[config.mk]
export PLATFORM = sky130hd
export DESIGN_NAME = vga_timing_gen
export DESIGN_NICKNAME = d
export VERILOG_FILES = /design/src/rtl/vga_timing_gen.sv
export SDC_FILE = /design/constraint.sdc
export NUM_CORES = 1
export LEC_CHECK = 0
export ABC_AREA = 1
export CAP_MARGIN = 30
export CELL_PAD_IN_SITES_DETAIL_PLACEMENT = 0
export CELL_PAD_IN_SITES_GLOBAL_PLACEMENT = 1
export CORE_AREA = 2 2 86 88
export CTS_CLUSTER_SIZE = 8
export DETAILED_ROUTE_END_ITERATION = 12
export DIE_AREA = 0 0 88 90
export DONT_BUFFER_PORTS = 1
export PLACE_DENSITY_LB_ADDON = 0.1
export SYNTH_ARGS = -nofsm -noshare
export SYNTH_HDL_FRONTEND = slang
export SYNTH_SLANG_ARGS = --single-unit
[constraint.sdc]
create_clock -name vga_clk -period 2.4 [get_ports vga_clk]
set_input_delay 0.36 -clock vga_clk [delete_from_list [all_inputs] [get_ports vga_clk]]
set_output_delay 0.36 -clock vga_clk [all_outputs]
set_load 0.1 [all_outputs]
[src/rtl/vga_timing_gen.sv]
// Pixel-timing generator for the 640x480@60 display path.
// Produces beam position, syncs, blank, frame strobes and animation index.
module vga_timing_gen #(
    parameter int H_VIS    = 640,
    parameter int H_FP     = 16,
    parameter int H_SYNC   = 96,
    parameter int H_BP     = 48,
    parameter int V_VIS    = 480,
    parameter int V_FP     = 10,
    parameter int V_SYNC   = 2,
    parameter int V_BP     = 33,
    parameter int ANIM_DIV = 8,
    parameter int ANIM_W   = 3
) (
    input  logic              vga_clk,
    input  logic              reset_n,
    output logic [9:0]        DrawX,
    output logic [9:0]        DrawY,
    output logic              hs,
    output logic              vs,
    output logic              blank,
    output logic              frame_start,
    output logic              vblank_start,
    output logic [15:0]       frame_count,
    output logic [ANIM_W-1:0] anim_frame
);

    localparam int H_TOTAL = H_VIS + H_FP + H_SYNC + H_BP;
    localparam int V_TOTAL = V_VIS + V_FP + V_SYNC + V_BP;
    localparam int HS_BEG  = H_VIS + H_FP;
    localparam int HS_END  = H_VIS + H_FP + H_SYNC;
    localparam int VS_BEG  = V_VIS + V_FP;
    localparam int VS_END  = V_VIS + V_FP + V_SYNC;
    localparam int DIV_W   = (ANIM_DIV > 1) ? $clog2(ANIM_DIV) : 1;

    logic [9:0]        h_q, h_d;
    logic [9:0]        v_q, v_d;
    logic              hs_q, hs_d;
    logic              vs_q, vs_d;
    logic              blank_q, blank_d;
    logic              fs_q, fs_d;
    logic              vbs_q, vbs_d;
    logic [15:0]       fc_q, fc_d;
    logic [DIV_W-1:0]  div_q, div_d;
    logic [ANIM_W-1:0] anim_q, anim_d;
    logic              h_wrap;
    logic              div_wrap;

    // Advance the beam and derive every output from the next position
    // so all registered outputs describe the same pixel.
    always_comb begin
        h_wrap   = (h_q == 10'(H_TOTAL - 1));
        h_d      = h_wrap ? 10'd0 : h_q + 10'd1;
        v_d      = v_q;
        if (h_wrap) begin
            v_d = (v_q == 10'(V_TOTAL - 1)) ? 10'd0 : v_q + 10'd1;
        end
        hs_d     = !((h_d >= 10'(HS_BEG)) && (h_d < 10'(HS_END)));
        vs_d     = !((v_d >= 10'(VS_BEG)) && (v_d < 10'(VS_END)));
        blank_d  = (h_d < 10'(H_VIS)) && (v_d < 10'(V_VIS));
        fs_d     = (h_d == 10'd0) && (v_d == 10'd0);
        vbs_d    = (h_d == 10'd0) && (v_d == 10'(V_VIS));
        div_wrap = (div_q == DIV_W'(ANIM_DIV - 1));
        fc_d     = fc_q;
        div_d    = div_q;
        anim_d   = anim_q;
        if (fs_d) begin
            fc_d  = fc_q + 16'd1;
            div_d = div_wrap ? '0 : div_q + DIV_W'(1);
            if (div_wrap) begin
                anim_d = anim_q + ANIM_W'(1);
            end
        end
    end

    // State and output registers; reset parks the beam on the last pixel.
    always_ff @(posedge vga_clk or negedge reset_n) begin
        if (!reset_n) begin
            h_q     <= 10'(H_TOTAL - 1);
            v_q     <= 10'(V_TOTAL - 1);
            hs_q    <= 1'b1;
            vs_q    <= 1'b1;
            blank_q <= 1'b0;
            fs_q    <= 1'b0;
            vbs_q   <= 1'b0;
            fc_q    <= '0;
            div_q   <= '0;
            anim_q  <= '0;
        end else begin
            h_q     <= h_d;
            v_q     <= v_d;
            hs_q    <= hs_d;
            vs_q    <= vs_d;
            blank_q <= blank_d;
            fs_q    <= fs_d;
            vbs_q   <= vbs_d;
            fc_q    <= fc_d;
            div_q   <= div_d;
            anim_q  <= anim_d;
        end
    end

    assign DrawX        = h_q;
    assign DrawY        = v_q;
    assign hs           = hs_q;
    assign vs           = vs_q;
    assign blank        = blank_q;
    assign frame_start  = fs_q;
    assign vblank_start = vbs_q;
    assign frame_count  = fc_q;
    assign anim_frame   = anim_q;

endmodule

Word level (Yosys, flattened, before mapping) --
Cells that the tools add are included.
Word-level totals: flip-flop bits (word level) 47
Cells by class: add/sub/neg operators 5, $lt $le $gt $ge 6, equal/unequal tests 4, multiplexer cells 4, reductions and logical operators 10
Operator list (count):
- 10-bit two-way mux | 3
- 10-bit by 1-bit adder with 10-bit output, second input constant | 2
- 10-bit equality test, second input constant | 2
- 10-bit zero test | 2
- 10-bit < comparator, second input constant | 2
- 10-bit by 9-bit < comparator with 1-bit output, second input constant | 2
- 16-bit by 1-bit adder with 16-bit output, second input constant | 1
- 10-bit by 9-bit equality test with 1-bit output, second input constant | 1
- 10-bit >= comparator, second input constant | 1
- 10-bit by 9-bit >= comparator with 1-bit output, second input constant | 1
- 3-bit by 1-bit adder with 3-bit output, second input constant | 2
- 1-bit logical AND | 5
- 3-bit equality test, second input constant | 1
- 3-bit two-way mux | 1
- 1-bit zero test | 2
- 2-bit AND reduction | 1

Longest topological paths before layout --
Gate-level depths: netlist of the first run.
depth after elaboration 6, gate-level depth with buffers 15, depth with buffers taken out 14

Worst setup path before layout of the first run --
No wires, ideal clock.
kind register to register, start point register h_q[0], in the netlist DrawX[0], end point register fc_q[4], in the netlist frame_count[4], setup time 123 ps, data arrival time 2541 ps, data required time 2277 ps, path slack -264 ps, stages on the path, launching flop included 15, buffers on the path 2, period minus slack after synthesis 2664 ps, path through dfstp_2 ha_1 nand2_2 nor2_4 inv_2 nor2_2 buf_6 nand4_2 nand3_2 nand3_4 nor2_8 nand2_4 buf_6 nand2_1 nand2_1
Between the ends: word-level cells in the longest chain between the ends 4, elaborated cells between the ends (all ways) 7, those cells by class add/sub (1); eq/ne (1); mux (2); reduce/logical (3)
Ends and longest elaborated chain:
- start: declaration | line 36 | logic [9:0] h_q, h_d;
- start signal: assignment | line 79 | h_q <= 10'(H_TOTAL - 1);
- 10-bit by 1-bit adder with 10-bit output / 10-bit equality test (equally long branches) | line 53, 52
- 10-bit two-way mux, on equally long branches | line 53, 55
- 10-bit zero test | line 61 | fs_d = (h_d == 10'd0) && (v_d == 10'd0);
- 1-bit logical AND (*) | line 61
- end signal: assignment | line 86 | fc_q <= '0;
- end signal: assignment | line 97 | fc_q <= fc_d;
- end: declaration | line 43 | logic [15:0] fc_q, fc_d;
Every way passes the cells marked *; elsewhere a longest branch is shown, timed or not. A chain may end at the register's enable or synchronous reset.

Final worst setup path of the first run --
Ends and elaborated chain as after synthesis.

==> metrics.md, run 1 <==
| Metric | Value |
|---|---|
| Outcome | complete, no violations |
| Clock Latency Late Sink | ~0.30 ns |
| Syn_nets | between 300 and 400 |
| Switching power share of the total | 0.205 |
| Root buffer cell | clkbuf_8 |
| DR iter-0 viols | a little over 60 |
| P per Cell Area | slightly below 400 nW/um^2 |
| Peak supply drop | around 0.00026 V |
| Hold Path Class | reg -> reg |
| Max clock buf depth | 2 |
| Die X | about 90 um |
| Most frequent cells in the layout | nand2_1 (101), buf_4 (45), nand3_1 (39) |
| Avg Synthesized Cell Area | 7.83 um^2 |
| Syn Inst Count | 361 |
| Yosys cell types | 33 |
| Clock network power share | 0.417 |
| Post-synthesis sequential area ratio | 0.421 |
| Slew @ Worst Pin | just under 0.9 ns |
| ANT nets after route | 0 |
| H-tree depth | 2 |
| Total power | between 0.001 and 0.0015 W |
| TritonCTS clock tree | done |
| Combinational power share | 0.016 |
| Mapped cell area | 2830 um^2 |
| Vias in the first global route | 2413 |
| Row cnt | 31 |
| Startpoint types | flip-flop |
| RSZ-0062 raised after global routing | true |
| Area Growth Syn to Fin | 27.7% |
| 1st-pass router iterations | 4 |
| Max Cap Viol | 0 |
| Worst Hold Path Cells | 2 |
| Final Max Tran Viols | 0 |
| Synth area leader | dfrtp_1 |
| RD Place Congestion | 0.818 |
| Reg power frac | 0.567 |
| Nets | approximately 430 |
| # port buffers | 0 |
| Synth top area share | 0.310 |
| Die height | ~90 um |
| DIE AREA | 7920 um^2 |
| Seq cells post-synth | 47 |
| Hold path endpoint | div_q[1] |
| Req. time, crit path | around 2.6 ns |
| Fmax | 434 MHz |
| Dominant cells by area after synthesis | dfrtp_1 (31%), nand2_1 (15%), dfstp_2 (11%) |
| Core Footprint | approximately 7000 um^2 |
| Estimated wirelength of the detail-placed design | 5060 um |
| Via density | ~4.7 |
| Reg2reg start | DrawX[0] |
| Hold wc startpoint | div_q[1] |
| First-pass GRT wire length | ~11000 um |
| Worst flop-to-flop path endpoint | frame_count[4] |
| Critical Path End Type | flip-flop |
| DR WL/cell | roughly 13 um |
| Layout cells sized above 1 | 0.290 |
| Tmin final | between 2 and 2.5 ns |
| Pleak | between 1.5 and 2 nW |
| Antenna violations before repair | 0 |
| Cts bufs inserted | 5 |
| Initial core utilization | 0.403 |
| Slew headroom | 0.416 |
| FF-to-FF setup slack | between 0.09 and 0.1 ns |
| Pin count of the biggest net entering global routing | 48 |
| Final setup viols | 0 |
| # diodes | 0 |
| Commonest non-fill, non-tap cell in the layout | nand2_1 |
| Fillers | just under 700 |
| Post-layout util | 0.514 |
| Final period util | 0.961 |
| Clock Sinks | 47 |
| IO Count | 46 |
| Tot GR Track Use | 0.180 |
| Switching pwr | ~0.00029 W |
| DRC Markers | 0 |
| Warnings, synthesis | 0 |
| Clock transition at the registers of the reported paths | 0.09 ns |
| Gr ovfl total | 0 |
| Critical path peak fanout | 9 |
| Post-Route Skew | around 0.008 ns |
| Crit path kind | reg -> reg |
| Critical path arrival | ~2.5 ns |
| P_int | about 0.0011 W |
| Reg2reg path depth | 12 |
| Hold Vio Cnt, Final | 0 |
| Detailed Route WL | a little under 7000 um |
| Via count | ~2400 |
[power groups by stage]
stage	registers [W]	logic, W	clock network (W)
2_1_floorplan	0.000807	0.000000000851	0
3_3_place_gp	0.000807	0.00000000108	0
3_5_place_dp	0.000807	0.00000000108	0
4_1_cts	0.000792	0.0000237	0.000605
5_1_grt	0.000792	0.0000257	0.000636
6_report	0.000791	0.0000220	0.000582
[worst max path at each step]
stage / depth (start not counted) / from / endpoint / slack (ns)
after CTS: 13 / DrawX[0] / frame_count[6] / 0.01
final: 12 / DrawX[0] / frame_count[4] / 0.09
after floorplan: 14 / DrawX[0] / frame_count[3] / -0.05
after global routing: 14 / DrawX[0] / anim_frame[0] / -0.1
after global placement: 10 / DrawX[0] / frame_start / 0.04
after detailed placement: 13 / DrawX[0] / frame_count[6] / 0.04
[Yosys cell counts (all sizes together)]
| cell type | n |
|---|---|
| o21ai | 12 |
| dfstp | 12 |
| dfrtp | 35 |
| xnor2 | 6 |
| nor4 | 1 |
| a211oi | 1 |
| nand3b | 4 |
| nor3 | 8 |
| nor3b | 1 |
| or3b | 1 |
| buf | 6 |
| nand2 | 114 |
| or2 | 1 |
| xor2 | 9 |
| nor2 | 44 |
| o21bai | 3 |
| nand3 | 45 |
| a21oi | 1 |
| ha | 8 |
| nand4 | 10 |
| inv | 39 |
[worst max-delay path, cell delays in order (launching register included)]
cell and delay (ns):
dfstp_4 0.66, ha_4 0.15, nand2_4 0.06, nor2_4 0.16, nand2_2 0.09, nor2_4 0.18
nand4_1 0.13, nand2_2 0.11, nand3_2 0.15, nor2_8 0.20, buf_4 0.19, nand3_1 0.09
nand2_1 0.08
[layer usage]
| layer | track usage | routed length, um |
|---|---|---|
| met1 | 0.240 | 3140 |
| met5 | 0 | 0 |
| met3 | 0.0349 | 246 |
| met2 | 0.296 | 3240 |
| met4 | 0.0513 | 97 |
[cell type report]
| type | instances | area, um^2 | share of cell area |
|---|---|---|---|
| Clock inverter | 1 | 30.0 | 0.00832 |
| Sequential cell | 47 | 1220 | 0.339 |
| Multi-Input combinational cell | 270 | 1550 | 0.431 |
| Timing Repair Buffer | 53 | 455 | 0.126 |
| Inverter | 39 | 146 | 0.0406 |
| Tap cell | 99 | 124 | 0.0343 |
| Clock buffer | 7 | 76.3 | 0.0211 |
[sequential cells by signal, indices dropped and copies added, names as in the netlist]
signal,cells
DrawY,10
frame_count,16
hs,1
frame_start,1
blank,1
vblank_start,1
div_q,3
anim_frame,3
vs,1
DrawX,10
[metrics by stage]
stage / cell area, um^2 / setup TNS [ns] / hold slack (ns) / instances / setup WS, ns
2_1_floorplan: 2920 / -0.521 / 0.0644 / 361 / -0.0461
3_3_place_gp: 3360 / 0 / 0.0657 / 503 / 0.0437
3_5_place_dp: 3360 / 0 / 0.0659 / 503 / 0.0350
4_1_cts: 3500 / 0 / 0.489 / 513 / 0.0129
5_1_grt: 3610 / -1.25 / 0.528 / 516 / -0.0972
6_report: 3610 / 0 / 0.488 / 516 / 0.0944
[repair_timing]
action                                  CTS  global route
buffers inserted                          0             2
endpoints found under the setup margin    0            25
hold endpoints to repair                 47             0
hold buffers                              2             0
resized for setup                         0            20
[cell families (layout without fill, tap and decap cells)]
| kind of cell | after synthesis | in the layout | share of synthesized area |
|---|---|---|---|
| xor gates and xnor gates | 15 | 15 | 0.0465 |
| buffers and inverters | 45 | 100 | 0.0717 |
| and+or+nand+nor | 229 | 230 | 0.385 |
| adders and majority gates | 8 | 8 | 0.0354 |
| AOI/OAI and AO/OA | 17 | 17 | 0.0403 |
| DFF | 47 | 47 | 0.421 |
Note: power is estimated with default switching activity, not from simulation.
==> run 2: changes to the inputs <==
- TNS_END_PERCENT: default -> 100
==> results of run 2 <==
Same layout as run 1: the final DEF is identical, and so are final timing and power.
==> run 3: changes to the inputs <==
- CORE_AREA: 2 2 86 88 -> 10 10 94 96
- CTS_CLUSTER_DIAMETER: default -> 150
- DIE_AREA: 0 0 88 90 -> 0 0 104 106
- REMOVE_ABC_BUFFERS: default -> 1
==> run 3 against run 2 <==
  * Sequential share of layout area down 1.2 points
  * Wire length up 12%
  * Hold slack about the same
  * Count of clock-buffer cells in the layout down 1
  * Sequential cell count unchanged
  * Combinational power about the same
  * Critical path depth up 2
  * Setup slack worse by 0.0011 ns
  * Largest cell class unchanged
==> metrics.md, run 3 (same netlist as run 1, synthesis figures left out) <==
| Metric | Value |
|---|---|
| # port buffers | 0 (unchanged) |
| Critical path arrival | 2.50 ns (-0.04 ns) |
| DR iter-0 viols | 64 (+4.9%) |
| Area Growth Syn to Fin | 28.8% |
| Root buffer cell | clkbuf_8 |
| Post-Route Skew | 0.00841 ns (+0.000369 ns) |
| Critical Path Source | DrawX[0] |
| Final period util | 0.961 (about the same) |
| Critical Path End Type | flip-flop |
| Most frequent cells in the layout | nand2_1 (104), buf_4 (45), nand3_1 (40) |
| Die height | 106 um (+18%) |
| Max Cap Viol | 0 (unchanged) |
| TritonCTS clock tree | done |
| RD Place Congestion | 0.809 (-1.2%) |
| DRC Markers | 0 (unchanged) |
| Reg2reg start | DrawX[0] |
| Antenna violations before repair | 0 (unchanged) |
| Slew @ Worst Pin | 0.869 ns (-0.00797 ns) |
| Total power | 0.00130 W (-7.0%) |
| Hold Vio Cnt, Final | 0 (unchanged) |
| Commonest non-fill, non-tap cell in the layout | nand2_1 |
| Peak supply drop | 0.000204 V (-23%) |
| Startpoint types | flip-flop |
| IO Count | 46 (unchanged) |
| Crit path kind | reg -> reg |
| Initial core utilization | 0.400 (-0.00221) |
| P per Cell Area | 357 nW/um^2 (-7.8%) |
| Pin count of the biggest net entering global routing | 48 (unchanged) |
| Via count | 2507 (+2.4%) |
| DR WL/cell | 14.4 um (+11%) |
| Core Footprint | 7060 um^2 (+0.55%) |
| RSZ-0062 raised after global routing | true |
| Clock transition at the registers of the reported paths | 0.09 ns (about the same) |
| Vias in the first global route | 2474 (+2.5%) |
| Switching pwr | 0.000295 W (+3.1%) |
| Tot GR Track Use | 0.133 (-0.0478) |
| Clock Latency Late Sink | 0.30 ns (about the same) |
| H-tree depth | 2 (unchanged) |
| P_int | 0.00100 W (-9.6%) |
| Req. time, crit path | 2.60 ns (-0.04 ns) |
| Cts bufs inserted | 5 (unchanged) |
| Final Max Tran Viols | 0 (unchanged) |
| Max clock buf depth | 2 (unchanged) |
| Clock Sinks | 47 (unchanged) |
| Reg power frac | 0.611 (+0.044) |
| Clock network power share | 0.372 (-0.045) |
| DIE AREA | 11000 um^2 (+39%) |
| Estimated wirelength of the detail-placed design | 5430 um (+7.4%) |
| First-pass GRT wire length | 12300 um (+8.5%) |
| Tmin final | 2.31 ns (+0.00113 ns) |
| Via density | 4.80 (+1.2%) |
| Slew headroom | 0.421 (+0.00531) |
| ANT nets after route | 0 (unchanged) |
| Fin worst setup slack | 0.0932 ns (-0.00113 ns) |
| Gr ovfl total | 0 (unchanged) |
| Row cnt | 31 (unchanged) |
| Nets | 432 (+1.4%) |
| Switching power share of the total | 0.227 (+0.0223) |
| Die X | 104 um (+18%) |
| Largest register FFs | 16 (unchanged) |
| Pleak | 1.82 nW (+2.8%) |
| DP Worst Slack | 0.0630 ns (+0.0280 ns) |
| Hold Path Class | reg -> reg |
| Detailed Route WL | 7530 um (+12%) |
| Outcome | complete, no violations |
| Fmax | 434 MHz (about the same) |
| Layout cells sized above 1 | 0.277 (-0.0136) |
| Hold wc startpoint | div_q[2] |
| Critical path peak fanout | 12 (+3) |
| Final setup viols | 0 (unchanged) |
| # diodes | 0 (unchanged) |
| Combinational power share | 0.017 (about the same) |
| 1st-pass router iterations | 4 (unchanged) |
## run 3: repair_timing
item,CTS,global route
resized for setup,0,34
buffers inserted,0,7
hold buffers,2,0
hold endpoints to repair,47,0
endpoints found under the setup margin,0,21
## run 3: critical path, stage by stage (launching register included)
cell	delay (ns)
dfstp_2	0.58
ha_4	0.16
nand2_4	0.06
nor2_4	0.18
inv_2	0.08
nor2_4	0.11
buf_6	0.14
nand3_1	0.11
nand3_4	0.12
nand3_4	0.11
nor2_8	0.18
buf_12	0.14
nand2_8	0.09
nand2_1	0.07
nand2_1	0.04
## run 3: final timing paths
check,to,slack [ns],cells past startpoint
max reg2reg,frame_count[7],0.09,14
min,div_q[2],0.49,2
min reg2reg,div_q[2],0.49,2
max,frame_count[7],0.09,14
min in group asynchronous,DrawY[0],0.57,2
max in group asynchronous,hs,1.54,2
## run 3: metrics by stage
stage               hold WS, ns  utilization  setup TNS (ns)  std cells  area, um^2
finish                    0.489        0.516               0        522        3640
global route              0.507        0.516          -0.270        522        3640
CTS                       0.492        0.479               0        513        3380
detailed placement       0.0665        0.462               0        503        3260
global placement         0.0662        0.462               0        503        3260
floorplan                0.0644            -           -9.42        355        2770
## run 3: power by group through the flow
stage,clock (W),sequential (W),combinational (W)
final,0.000483,0.000792,0.0000221
after floorplan,0,0.000807,0.000000000789
after global routing,0.000535,0.000793,0.0000253
after global placement,0,0.000807,0.00000000105
after CTS,0.000505,0.000792,0.0000238
after detailed placement,0,0.000807,0.00000000105
## run 3: cell type report
cell class,count,area (um^2)
Multi-Input combinational cell,270,1550
Timing Repair Buffer,59,546
Sequential cell,47,1190
Clock inverter,2,12.5
Clock buffer,6,72.6
Inverter,39,146
Fill cell,735,3420
Tap cell,99,124
## run 3: routing by layer
| metal | track usage | routed length (um) |
|---|---|---|
| met1 | 0.167 | 3520 |
| met4 | 0.0398 | 70 |
| met2 | 0.219 | 3620 |
| met3 | 0.0350 | 325 |
| met5 | 0 | 0 |
